`config.mk`:
```
export PLATFORM = sky130hd
export DESIGN_NAME = uart_tx
export DESIGN_NICKNAME = d
export VERILOG_FILES = /design/src/rtl/uart_tx.sv
export SDC_FILE = /design/constraint.sdc
export NUM_CORES = 1
export LEC_CHECK = 0
export ABC_CLOCK_PERIOD_IN_PS = 1350
export CORE_MARGIN = 3
export CORE_UTILIZATION = 46
export CTS_CLUSTER_DIAMETER = 120
export CTS_CLUSTER_SIZE = 25
export DETAILED_ROUTE_END_ITERATION = 6
export PLACE_DENSITY = 0.82
export SYNTH_ARGS = -nofsm -noshare
export SYNTH_HDL_FRONTEND = slang
export SYNTH_SLANG_ARGS = --single-unit
```
`constraint.sdc`:
```
create_clock -name clk -period 1.35 [get_ports clk]
set_input_delay 0.27 -clock clk [delete_from_list [all_inputs] [get_ports clk]]
set_output_delay 0.27 -clock clk [all_outputs]
set_load 0.01 [all_outputs]
```
`src/rtl/uart_tx.sv`:
```
// uart_tx: accepts a byte over valid/ready and sends it as an idle-high async serial frame:
// one start bit (0), DATA_BITS data bits LSB first, one stop bit (1).
module uart_tx #(
    parameter int unsigned CLKS_PER_BIT = 10,
    parameter int unsigned DATA_BITS    = 8
) (
    input  logic                 clk,
    input  logic                 rst,
    input  logic [DATA_BITS-1:0] tx_data,
    input  logic                 tx_valid,
    output logic                 tx_ready,
    output logic                 tx_done,
    output logic                 serial_out
);

    localparam int unsigned CntW = (CLKS_PER_BIT > 1) ? $clog2(CLKS_PER_BIT) : 1;
    localparam int unsigned IdxW = (DATA_BITS > 1) ? $clog2(DATA_BITS) : 1;
    localparam logic [CntW-1:0] CntMax = CntW'(CLKS_PER_BIT - 1);
    localparam logic [IdxW-1:0] IdxMax = IdxW'(DATA_BITS - 1);

    typedef enum logic [1:0] {
        StIdle,
        StStart,
        StData,
        StStop
    } state_e;

    state_e                 state_q, state_d;
    logic [CntW-1:0]        cnt_q, cnt_d;
    logic [IdxW-1:0]        idx_q, idx_d;
    logic [DATA_BITS-1:0]   shift_q, shift_d;
    logic                   serial_q, serial_d;
    logic                   done_q, done_d;

    logic bit_end;
    assign bit_end = (cnt_q == CntMax);

    // State, counters, shift register and registered outputs; reset aborts any frame.
    always_ff @(posedge clk) begin
        if (rst) begin
            state_q  <= StIdle;
            cnt_q    <= '0;
            idx_q    <= '0;
            shift_q  <= '0;
            serial_q <= 1'b1;
            done_q   <= 1'b0;
        end else begin
            state_q  <= state_d;
            cnt_q    <= cnt_d;
            idx_q    <= idx_d;
            shift_q  <= shift_d;
            serial_q <= serial_d;
            done_q   <= done_d;
        end
    end

    // Next-state logic; the line value is derived from the next state so the flop
    // presents each bit in the first cycle of its slot.
    always_comb begin
        state_d  = state_q;
        cnt_d    = cnt_q;
        idx_d    = idx_q;
        shift_d  = shift_q;
        done_d   = 1'b0;
        serial_d = 1'b1;

        unique case (state_q)
            StIdle: begin
                cnt_d = '0;
                idx_d = '0;
                if (tx_valid) begin
                    state_d = StStart;
                    shift_d = tx_data;
                end
            end
            StStart: begin
                if (bit_end) begin
                    cnt_d   = '0;
                    idx_d   = '0;
                    state_d = StData;
                end else begin
                    cnt_d = cnt_q + CntW'(1);
                end
            end
            StData: begin
                if (bit_end) begin
                    cnt_d   = '0;
                    shift_d = shift_q >> 1;
                    if (idx_q == IdxMax) begin
                        state_d = StStop;
                    end else begin
                        idx_d = idx_q + IdxW'(1);
                    end
                end else begin
                    cnt_d = cnt_q + CntW'(1);
                end
            end
            StStop: begin
                if (bit_end) begin
                    cnt_d   = '0;
                    state_d = StIdle;
                    done_d  = 1'b1;
                end else begin
                    cnt_d = cnt_q + CntW'(1);
                end
            end
            default: state_d = StIdle;
        endcase

        case (state_d)
            StStart: serial_d = 1'b0;
            StData:  serial_d = shift_d[0];
            default: serial_d = 1'b1;
        endcase
    end

    assign tx_ready   = (state_q == StIdle);
    assign tx_done    = done_q;
    assign serial_out = serial_q;

endmodule

```
* Yosys cells after proc, flatten, opt, wreduce, memory -nomap -nowiden
Index checks and enable logic that the tools add are counted.
** Word-level totals
- Bits in registers :: 19
- Input port bits :: 11
- Output and inout port bits :: 3
** Cells by class
- Add/sub/neg operators :: 2
- Equal/unequal tests :: 11
- Multiplexer cells :: 17
- Bitwise logic cells :: 1
- Reductions and logical operators :: 7
** Operator list (count)
- 8-bit 2-to-1 mux :: 2
- 8-bit one-hot mux with 2 select lines :: 1
- 2-bit 2-to-1 mux :: 5
- 3-bit 2-to-1 mux :: 3
- 3-bit one-hot mux with 3 select lines :: 1
- 2-bit inequality test (second input constant) :: 4
- 2-bit one-hot mux with 4 select lines :: 1
- 4-bit one-hot mux with 2 select lines :: 1
- 2-bit equality test (second input constant) :: 3
- 4-bit by 1-bit adder with 4-bit output (second input constant) :: 1
- 2-bit by 1-bit equality test with 1-bit output (second input constant) :: 2
- 4-bit equality test (second input constant) :: 1
- 4-bit 2-to-1 mux :: 1
- 4-bit AND reduction :: 1
- 3-bit by 1-bit adder with 3-bit output (second input constant) :: 1
- 3-bit equality test (second input constant) :: 1
- 3-bit AND reduction :: 1
- 3-bit nonzero test :: 1
- 3-bit OR reduction :: 1
- 2-bit logical NOT :: 1
- 1-bit one-hot mux with 2 select lines :: 1
- 2-bit nonzero test :: 1
- 2-bit OR reduction :: 1
- 1-bit 2-to-1 mux :: 1
- 1-bit inverter :: 1

* Depth between registers and ports, before layout
- Depth after elaboration :: 6
- Gate-level depth with buffers :: 6

* Least setup slack after synthesis
OpenSTA, ideal clock, no wires.
- Path type :: reg-to-reg
- Start point :: reg idx_q[0]
- End point :: reg idx_q[0]
- Setup time :: 0.067 ns
- Arrival :: 1.442 ns
- Setup slack :: -0.160 ns
- Cell stages (with the launch flop) :: 6
- Path buffers :: 0
- Cell sequence :: dfxtp_1 > ha_1 > ha_1 > or3_4 > a211o_1 > a21oi_2
** On the way
- Longest elaborated chain between the ends :: 4
- Elaborated cells on any way between the ends :: 7
- Those cells by class :: 1 x add/sub; 2 x eq/ne; 3 x mux; 1 x reduce/logical
** Ends and longest elaborated chain
- start, declared :: line 30 : logic [IdxW-1:0] idx_q, idx_d;
- start signal, assigned :: line 50 : idx_q <= idx_d;
- 3-bit by 1-bit adder with 3-bit output :: line 92 : idx_d = idx_q + IdxW'(1);
- 3-bit 2-to-1 mux :: line 89 : if (idx_q == IdxMax) begin
- 3-bit 2-to-1 mux :: line 86 : if (bit_end) begin
- 3-bit one-hot mux with 3 select lines :: line 67 : unique case (state_q)
Several ways; a longest one is shown, not always the timed one. The select of a mux whose other input is x is not followed.
A chain may end at the register's enable or synchronous reset.

* Final worst setup path
Same ends and word-level chain as after synthesis.

==> parameters.txt <==
Parameter                              Value

Critical path
  Ordered cell list for the critical path ... ha_4, ha_4, or3_4, a211o_1, a21oi_2
  Required @ worst endpoint ... 1.59 ns
  Most numerous cell on the critical path ... sky130_fd_sc_hd__ha_4
  Setup crit start kind ... flop
  Element type at the critical path end ... flop
  Worst Setup Path Type ... reg2reg
  Worst reg2reg path startpoint ... idx_q[0]
  Slowest stage cell on the critical path ... sky130_fd_sc_hd__dfxtp_2
  Data arrival, critical path ... ~1.7 ns
  CP startpoint ... idx_q[0]
  Crit-path max FO ... 2
  Delay contributed by the slowest stage of the critical path ... 0.36 ns

Timing
  Post-route fraction of the period consumed by the critical path ... 109%
  Min Clock Period, post-route ... between 1 and 1.5 ns
  Sum Neg Setup Slack ... -0.342 ns
  Upper clock frequency limit ... roughly 0.68 GHz
  RSZ-0062 raised after global routing ... yes
  Max-slew headroom ... 82.6%
  Worst hold-check slack ... 0.464 ns
  Final number of hold-violating endpoints ... 0
  Slew at the pin with the worst max-slew slack ... 0.259 ns
  Setup clock skew after layout ... about 0.0072 ns
  Post-route setup slack ... -0.122 ns
  Final count of pins violating max slew ... 0
  Finish-stage setup viols ... 5

Hold path
  Kind of path behind the tightest hold check ... reg2reg
  Hold Path Origin ... shift_q[4]

Yosys
  Syn avg cell area ... 9.15 sq um
  Post-synthesis sequential element count ... 19
  Synth warnings ... 0
  Synth Area in Adders ... 5.64%
  Count of distinct cell types in the synthesized netlist ... 32
  XOR/XNOR Fraction of Synth Area ... 2.96%
  Share of synthesized area occupied by flip-flops and latches ... a little over two fifths
  Most common library cells after synthesis ... 19 x sky130_fd_sc_hd__dfxtp_1, 10 x sky130_fd_sc_hd__a21oi_1, 10 x sky130_fd_sc_hd__nand2_1
  Mux cell area share after synthesis ... under 10%
  Post-synthesis cell type with the largest combined area ... sky130_fd_sc_hd__dfxtp_1
  Total nets after synthesis ... between 100 and 150
  Number of synthesized flops with an enable pin ... 0
  Async SR Flop Fraction ... 0%
  Synthesized-area fraction occupied by ao, oa, aoi and oai cells ... 20.0%
  Cell with the most instances after synthesis ... sky130_fd_sc_hd__dfxtp_1
  Largest family of logic cells by synthesized area ... simple AND/OR/NAND/NOR gates
  Gate count after technology mapping ... between 90 and 100
  Top post-synthesis cells by area ... sky130_fd_sc_hd__dfxtp_1 43%, sky130_fd_sc_hd__a21oi_1 5.6%, sky130_fd_sc_hd__ha_1 5.6%
  Flip-flop cell with the highest count after synthesis ... sky130_fd_sc_hd__dfxtp_1
  Simple-gate portion of the synthesized area ... 24.5%
  Post-synthesis instance area ... roughly 890 sq um
  Fraction of post-synthesis cell area in the top cell type by area ... 42.9%

Floorplan
  Row cnt ... 15
  Starting utilization of the core area ... 50.3%
  Floorplan die area ... 2490 sq um
  Vertical die dimension ... 49.9 microns
  Placeable core region ... 1760 sq um
  Width of the die ... 49.9 microns
  I/O pin count ... 14

Power and ir drop
  Share of power burned in registers ... about 57%
  Switching power share of the total ... between 20 and 30%
  Clock share of power ... between 20% and 30%
  Share of power burned in combinational logic ... 15.8%
  Switching component of the power ... 266 uW
  Leakage power of the design ... 0.540 nW
  Cell-internal power ... around 790 uW
  PD cells ... 807 nW/um^2
  Peak supply drop ... 559 uV

Clock network
  Clock-pin slew of the registers on the worst-case setup and hold paths ... 0.11 ns
  Number of buffers created by CTS ... 3
  Level count of the clock H-tree ... 1
  # clock sinks ... 19
  Root buffer cell ... sky130_fd_sc_hd__clkbuf_4
  Insertion delay to the later sink of the worst-skew pair ... around 0.3 ns
  Clock tree from TritonCTS ... done
  Maximum root-to-sink buffer count ... 2

GRT
  Maximum number of pins on one net before global-route repair ... 17
  Met1 Track Usage GR ... 21.4%
  Top Usage Layer GRT ... met2
  GR Layer Usage met2 ... roughly a third
  Global-route wire length before repair ... 3530 microns
  Antenna violations before repair ... 0
  Total routing resource utilization after global routing ... 18.4%
  Met3 Resource Use GR ... ~4.8%
  Gr ovfl total ... 0
  Via count of the first global-routing pass ... 803

Drt
  Drc violations ... 0
  Detailed-router iteration count before antenna repair ... 4
  Vias ... 813
  Number of nets with antenna violations after detailed routing ... 0
  Detail-routed via count per cell ... 5.21
  DRC violation total after the first TritonRoute iteration ... 23
  Final WL ... about 2100 microns
  Wire length per cell ... 13.3 microns

Flow run
  Count of max-cap constraint violations ... 0

Final layout
  Number of antenna cells inserted ... 0
  P&R area growth vs syn ... 47.7%
  Final core utilization ... 74.3%
  Share of post-route cells with drive strength above 1 ... 38.9%
  Count of nets after finishing ... 147

Place
  Total of buffers placed on input and output ports ... 13
  Final Wtd Congestion ... around 0.84
  Half-perimeter wire length of the detailed placement result ... 1470 microns
  Post-place setup slack ... -0.427 ns

Run status
  Violations in the final reports ... negative setup slack
  Run status ... finished, violations left
-- worst paths after layout --
kind / to / slack, ns / cells past startpoint
setup / recovery: idx_q[0] / -0.12 / 5
hold reg to reg: shift_q[4] / 0.46 / 2
hold / removal: shift_q[4] / 0.46 / 2
setup reg to reg: idx_q[0] / -0.12 / 5
-- power by group through the flow --
stage / sequential [mW] / combinational, mW / clock, mW
2_1_floorplan: 0.609 / 0.0777 / 0
3_3_place_gp: 0.610 / 0.154 / 0
3_5_place_dp: 0.611 / 0.159 / 0
4_1_cts: 0.600 / 0.161 / 0.305
5_1_grt: 0.603 / 0.183 / 0.340
6_report: 0.601 / 0.167 / 0.290
-- logic make-up after synthesis --
family | Yosys count
xor gates and xnor gates | 3
buffers and inverters | 6
adders and majority gates | 4
and+or+nand+nor | 38
muxes | 1
AOI/OAI and AO/OA | 26
DFF | 19
-- cell usage in the layout (no fill, tap or decap), drive strengths merged --
| master | count |
|---|---|
| a211o | 1 |
| a211oi | 1 |
| a21o | 3 |
| a21oi | 11 |
| a22oi | 6 |
| a32o | 1 |
| a32oi | 1 |
| and3b | 1 |
| buf | 21 |
| clkbuf | 3 |
| clkdlybuf4s15 | 1 |
| clkdlybuf4s50 | 9 |
| clkinv | 1 |
| dfxtp | 19 |
| dlygate4sd2 | 3 |
| ha | 4 |
| inv | 2 |
| mux2 | 1 |
| nand2 | 10 |
| nand2b | 2 |
| nand3 | 5 |
| nand3b | 1 |
| nand4b | 2 |
| nor2 | 9 |
| nor3 | 3 |
| nor3b | 2 |
| o21ai | 1 |
| o21ba | 1 |
| or3 | 2 |
| or3b | 1 |
| xnor2 | 1 |
| xor2 | 2 |
-- what timing repair did --
action / in CTS / in global routing
hold buffers: 0 / 0
setup endpoints to repair: 13 / 15
cloned: 0 / 0
pin swaps: 6 / 6
resized for setup: 16 / 11
setup buffers: 1 / 3
-- final cells by class --
type	instances	area, sq um
repair buffers	34	292
flip-flops and latches	19	388
clock inverters	1	5.00
inverters	2	7.51
multi-input cells	72	564
clock buffers	3	22.5
well taps	25	31.3
fillers	134	454
-- routing by layer --
layer	vias up	wire, microns
met1	381	893
met5	-	0
met3	2	74
met4	0	14
li1	417	-
met2	13	1090
-- metrics by stage --
| stage | power [mW] | area (sq um) | instances |
|---|---|---|---|
| after CTS | 1.07 | 1250 | 153 |
| after detailed placement | 0.770 | 1180 | 149 |
| final | 1.06 | 1310 | 156 |
| after floorplan | 0.687 | 898 | 97 |
| after global routing | 1.13 | 1310 | 156 |
| after global placement | 0.764 | 1180 | 149 |
-- registers in the layout (all words and copies together) (netlist names) --
register	cells
cnt_q	4
tx_done	1
state_q	2
shift_q	8
idx_q	3
serial_out	1
-- critical path: cells and delay by family (launching register included) --
| kind | cells | cell delay [ns] |
|---|---|---|
| AO/OA/AOI/OAI | 2 | 0.38 |
| flip-flops | 1 | 0.36 |
| AND/OR/NAND/NOR | 1 | 0.36 |
| adder cells (fa/ha/maj) | 2 | 0.31 |
(Power assumes the default switching activity.)
